[config.mk]
export PLATFORM = sky130hd
export DESIGN_NAME = neuron_accumulator
export DESIGN_NICKNAME = d
export VERILOG_FILES = /design/src/rtl/neuron_accumulator.sv
export SDC_FILE = /design/constraint.sdc
export NUM_CORES = 1
export LEC_CHECK = 0
export ABC_AREA = 1
export CAP_MARGIN = 20
export CORE_MARGIN = 3
export CORE_UTILIZATION = 54
export DETAILED_ROUTE_END_ITERATION = 10
export PLACE_DENSITY = 0.81
export SYNTH_ARGS = -nofsm -noshare
export SYNTH_HDL_FRONTEND = slang
export SYNTH_SLANG_ARGS = --single-unit
[constraint.sdc]
create_clock -name clk -period 2.65 [get_ports clk]
set_input_delay 0.795 -clock clk [delete_from_list [all_inputs] [get_ports clk]]
set_output_delay 0.795 -clock clk [all_outputs]
set_load 0.1 [all_outputs]
[src/rtl/neuron_accumulator.sv]
// Single-neuron accumulator: sums a fixed number of signed Q-format products
// onto a bias in a widened register, saturates back to the data width,
// optionally applies ReLU and hands the result over a valid/ready handshake.
module neuron_accumulator #(
    parameter int bits            = 16,
    parameter int fractional_bits = 11,
    parameter int num_inputs      = 16
) (
    input  logic            clk,
    input  logic            rst_n,
    input  logic            start,
    input  logic [bits-1:0] bias,
    input  logic            relu_en,
    input  logic            in_valid,
    output logic            in_ready,
    input  logic [bits-1:0] product,
    output logic            out_valid,
    input  logic            out_ready,
    output logic [bits-1:0] result,
    output logic            overflow,
    output logic            busy
);

    localparam int CW  = $clog2(num_inputs);
    localparam int ACC = bits + CW + 1;

    localparam logic [CW-1:0]         LAST    = CW'(num_inputs - 1);
    localparam logic signed [ACC-1:0] SAT_MAX = {{(ACC-bits+1){1'b0}}, {(bits-1){1'b1}}};
    localparam logic signed [ACC-1:0] SAT_MIN = {{(ACC-bits+1){1'b1}}, {(bits-1){1'b0}}};

    // Bias, products and result all share one Q format, so no rescaling is done here;
    // the fraction width only has to fit inside the word.
    if (num_inputs < 2 || fractional_bits >= bits) begin : g_cfg_check
        $error("neuron_accumulator: needs num_inputs >= 2 and fractional_bits < bits");
    end

    typedef enum logic [1:0] {
        IDLE,
        ACCUM,
        FINAL,
        OUTPUT
    } state_t;

    state_t                  state_q;
    logic signed [ACC-1:0]   acc_q;
    logic [CW-1:0]           cnt_q;
    logic                    relu_q;
    logic [bits-1:0]         result_q;
    logic                    ovf_q;
    logic                    out_valid_q;

    logic [bits-1:0]         result_d;
    logic                    ovf_d;

    // Saturate the wide sum back to the word width, then apply the optional ReLU.
    always_comb begin
        result_d = acc_q[bits-1:0];
        ovf_d    = 1'b0;
        if (acc_q > SAT_MAX) begin
            result_d = SAT_MAX[bits-1:0];
            ovf_d    = 1'b1;
        end else if (acc_q < SAT_MIN) begin
            result_d = SAT_MIN[bits-1:0];
            ovf_d    = 1'b1;
        end
        if (relu_q && result_d[bits-1]) begin
            result_d = '0;
        end
    end

    // Control FSM with accumulator, beat counter and registered result outputs.
    always_ff @(posedge clk or negedge rst_n) begin
        if (!rst_n) begin
            state_q     <= IDLE;
            acc_q       <= '0;
            cnt_q       <= '0;
            relu_q      <= 1'b0;
            result_q    <= '0;
            ovf_q       <= 1'b0;
            out_valid_q <= 1'b0;
        end else begin
            case (state_q)
                IDLE: begin
                    if (start) begin
                        acc_q   <= {{(ACC-bits){bias[bits-1]}}, bias};
                        cnt_q   <= '0;
                        relu_q  <= relu_en;
                        state_q <= ACCUM;
                    end
                end
                ACCUM: begin
                    if (in_valid) begin
                        acc_q <= acc_q + {{(ACC-bits){product[bits-1]}}, product};
                        cnt_q <= cnt_q + CW'(1);
                        if (cnt_q == LAST) begin
                            state_q <= FINAL;
                        end
                    end
                end
                FINAL: begin
                    result_q    <= result_d;
                    ovf_q       <= ovf_d;
                    out_valid_q <= 1'b1;
                    state_q     <= OUTPUT;
                end
                OUTPUT: begin
                    if (out_ready) begin
                        out_valid_q <= 1'b0;
                        state_q     <= IDLE;
                    end
                end
                default: state_q <= IDLE;
            endcase
        end
    end

    assign in_ready  = (state_q == ACCUM);
    assign busy      = (state_q != IDLE);
    assign out_valid = out_valid_q;
    assign result    = result_q;
    assign overflow  = ovf_q;

endmodule
==> results.txt <==
----------------------------------------------------
[Setup path]
  Worst R2R Path Depth ... 11
  WP depth ... 10
  Crit path buf inv count ... 1
  CP peak stage delay ... 0.42 ns
  Slowest cell on the critical path ... sky130_fd_sc_hd__clkdlybuf4s50_1
  Cell repeated most along the worst path ... sky130_fd_sc_hd__nand3_2
  Largest driver fanout on the critical path ... 4
  Worst EP arrival ... 2.68 ns
  Top delay family on crit path ... adder cells
  Cell Chain, Critical Path ... clkdlybuf4s50_1 -> ha_1 -> fa_1 -> nand3_1 -> nand3_2 -> nand2_1 -> nand3_2 -> xor2_1 -> o21ai_0 -> o21ai_2
  CP startpoint kind ... input port
  Worst EP required ... 2.85 ns
  Sort of element at the end of the critical path ... flip-flop
  Critical Setup Path Class ... input port to flip-flop

[Global routing]
  Initial antenna violation count ... 0
  Grt ovf ... 0
  Total GRT Usage ... 0.267
  Number of global-route vias before repair ... 3,380
  Pin count of the biggest net entering global routing ... 23
  Global-route wire length before repair ... 16,000 µm

[Clocking]
  Number of buffers created by CTS ... 5
  Clock tree from TritonCTS ... built
  Root Buffer Master ... sky130_fd_sc_hd__clkbuf_8
  Clock latency on the worst-skew pair ... 0.31 ns
  Count of hold-fix buffers inserted at cts ... 0
  Clock tree sinks ... 46
  Number of H-tree levels ... 2
  Clock edge transition at the registers on the reported setup and hold paths ... 0.09 ns
  Post-CTS setup-driven buffer insertion count ... 0
  Number of gates resized after CTS ... 0
  Number of buffers between clock root and the deepest sink ... 2

[Die]
  DIE AREA ... 0.00755 mm²
  Horizontal die dimension ... 86.9 µm
  Floorplan core area ... 0.00613 mm²
  Height of the die ... 86.9 µm
  Number of ports placed on the die boundary ... 58
  Number of rows created at floorplan ... 28
  Starting density of the core ... 0.577

[Outcome]
  Outcome ... finished clean

[Routing]
  Antenna violation net count after detailed routing ... 0
  DRT iter0 DRCs ... 196
  Post-detailed-routing wire length ... 9550 µm
  First-pass iteration count of the detailed router ... 5
  Via count ... 3,556
  Wirelength per Cell ... 14.4 µm
  Residual DRC ... 0
  Routed via count divided by cell count ... 5.37

[Synthesis]
  Sequential area share after synthesis ... 0.326
  Average cell area after synthesis ... 7.08 µm²
  FF+latch count, synth ... 46
  Proportion of synthesized flip-flops having asynchronous set or reset ... 1.00
  Post-Syn Area ... 0.00353 mm²
  Library cells used by synthesis ... 45
  Ys flop type ... sky130_fd_sc_hd__dfrtp_1
  Gate Count Post-Synth ... 499
  Syn Nets ... 564
  Yosys warning total ... 0
  Number of flops mapped to enable cells by yosys ... 0

[Placed design]
  Count of input and output buffers ... 57
  Placer congestion estimate ... 0.940
  Total half-perimeter wirelength after legalization and detailed placement ... 7520 µm

[Timing]
  Post-route setup TNS ... 0 ns
  Final max-slew violation count ... 0
  Maximum clock rate ... 403 MHz
  Slew margin rel. ... 0.613
  Final worst path period need ... 2.48 ns
  Endpoints failing hold ... 0
  Unrepaired setup endpoints after global routing ... no
  Worst-Margin Slew ... 0.580 ns
  Final clock skew ... 0.00922 ns
  Final Cycle Share ... 0.935
  Number of failing setup endpoints in the final timing report ... 0

[Final layout]
  Net total in the final layout ... 651
  Growth of design area from synthesis to finish ... 28.1%
  Sequential standard cell area ... 0.00115 mm²
  Final antenna diode count ... 0
  Number of fillers in the final layout ... 502
  Share of cells above drive strength 1 ... 0.147
  Total area of multi-input combinational cells ... 0.00206 mm²

[Hold path]
  Class of the tightest hold or removal check ... input port to async pin

[Flow run]
  Max cap viols ... 0

----------------------------------------------------
==> metal layers <==
| layer | vias up | global-route usage | part of all wire |
|---|---|---|---|
| met3 | 18 | 0.0312 | 0.067 |
| met5 | - | 0 | 0 |
| li1 | 1789 | - | - |
| met4 | 0 | 0.0822 | 0.021 |
| met2 | 130 | 0.443 | 0.48 |
| met1 | 1619 | 0.364 | 0.44 |
==> per-stage QoR <==
step	setup slack (ns)	hold WS, ns	utilization	instances	cell area, µm²
4_1_cts	0.109	0.390	0.737	662	4520
3_5_place_dp	-0.204	0.485	0.713	654	4370
5_1_grt	0.0235	0.401	0.738	662	4530
2_1_floorplan	0.256	0.450	-	499	3530
3_3_place_gp	-0.192	0.469	0.713	654	4370
6_report	0.171	0.376	0.738	662	4530
==> flip-flops by register name, indices dropped and copies added (netlist names) <==
name / cells
acc_q: 21
result: 16
cnt_q: 4
state_q: 2
out_valid: 1
overflow: 1
relu_q: 1
==> final timing paths <==
| path | startpoint | end | slack [ns] |
|---|---|---|---|
| max | product[0] | acc_q[8] | 0.17 |
| min | rst_n | acc_q[13] | 0.38 |
| max reg2reg | state_q[0] | acc_q[17] | 0.55 |
| min reg2reg | relu_q | result[15] | 0.48 |
| max in group asynchronous | rst_n | cnt_q[0] | 1.77 |
| min in group clk | relu_q | result[15] | 0.48 |
==> cell type report <==
cell class	count	share of cell area
clock buffers	6	0.0182
clock inverters	2	0.0133
inverters	75	0.0627
multi-input cells	369	0.456
flip-flops and latches	46	0.254
well taps	75	0.0207
repair buffers	89	0.175
==> worst reg2reg max path, cell delays in order, from the launching register on <==
cell and delay [ns]:
sky130_fd_sc_hd__dfrtp_1 0.41, sky130_fd_sc_hd__inv_1 0.13, sky130_fd_sc_hd__ha_1 0.27, sky130_fd_sc_hd__inv_1 0.11
sky130_fd_sc_hd__or2_1 0.23, sky130_fd_sc_hd__nand2_2 0.07, sky130_fd_sc_hd__inv_2 0.06, sky130_fd_sc_hd__o21ai_4 0.16
sky130_fd_sc_hd__inv_4 0.20, sky130_fd_sc_hd__or2_0 0.25, sky130_fd_sc_hd__inv_1 0.05, sky130_fd_sc_hd__a21oi_1 0.03
==> synthesized netlist by cell type, types with 2 or more instances <==
cell	n	area [µm²]
sky130_fd_sc_hd__nand2_1	156	586
sky130_fd_sc_hd__inv_1	72	270
sky130_fd_sc_hd__dfrtp_1	46	1150
sky130_fd_sc_hd__nand3_1	39	195
sky130_fd_sc_hd__nor2_1	35	131
sky130_fd_sc_hd__ha_1	26	325
sky130_fd_sc_hd__a21oi_1	20	100
sky130_fd_sc_hd__o21ai_0	19	95.1
sky130_fd_sc_hd__a22o_1	15	131
sky130_fd_sc_hd__o21ai_2	9	78.8
sky130_fd_sc_hd__nand4_1	5	31.3
sky130_fd_sc_hd__xor2_1	5	43.8
sky130_fd_sc_hd__nor3_1	4	20.0
sky130_fd_sc_hd__xnor2_1	4	35.0
sky130_fd_sc_hd__clkbuf_1	3	11.3
sky130_fd_sc_hd__nand3b_1	3	22.5
sky130_fd_sc_hd__o31ai_1	3	22.5
sky130_fd_sc_hd__a21oi_2	2	17.5
sky130_fd_sc_hd__buf_1	2	7.51
sky130_fd_sc_hd__buf_2	2	10.0
sky130_fd_sc_hd__nand2_2	2	12.5
sky130_fd_sc_hd__o211ai_2	2	25.0
sky130_fd_sc_hd__o21bai_1	2	15.0
sky130_fd_sc_hd__or2_0	2	12.5
==> kinds of logic after synthesis <==
group | Yosys count | share of synthesized area
muxes | 1 | 0.00319
adders and majority gates | 27 | 0.0977
DFF | 46 | 0.326
xor gates and xnor gates | 9 | 0.0223
buffers and inverters | 84 | 0.0938
AOI/OAI and AO/OA | 81 | 0.160
and+or+nand+nor | 251 | 0.298
==> placed cells by master (no fill, tap or decap), types with 3 or more instances in the layout <==
master	instances
sky130_fd_sc_hd__clkbuf_8	6
sky130_fd_sc_hd__nor3_1	4
sky130_fd_sc_hd__o31ai_1	3
sky130_fd_sc_hd__nand4_1	5
sky130_fd_sc_hd__xor2_1	5
sky130_fd_sc_hd__nand3b_1	3
sky130_fd_sc_hd__a22o_1	15
sky130_fd_sc_hd__inv_1	72
sky130_fd_sc_hd__nand2_1	156
sky130_fd_sc_hd__nor2_1	35
sky130_fd_sc_hd__buf_12	3
sky130_fd_sc_hd__a21oi_1	20
sky130_fd_sc_hd__dfrtp_1	46
sky130_fd_sc_hd__buf_4	49
sky130_fd_sc_hd__ha_1	26
sky130_fd_sc_hd__o21ai_2	9
sky130_fd_sc_hd__nand3_1	37
sky130_fd_sc_hd__o21ai_0	18
sky130_fd_sc_hd__xnor2_1	4
sky130_fd_sc_hd__clkdlybuf4s50_1	36
Power is not shown: default switching activity piles up to over one toggle a cycle in this logic, so the estimate is an artifact.
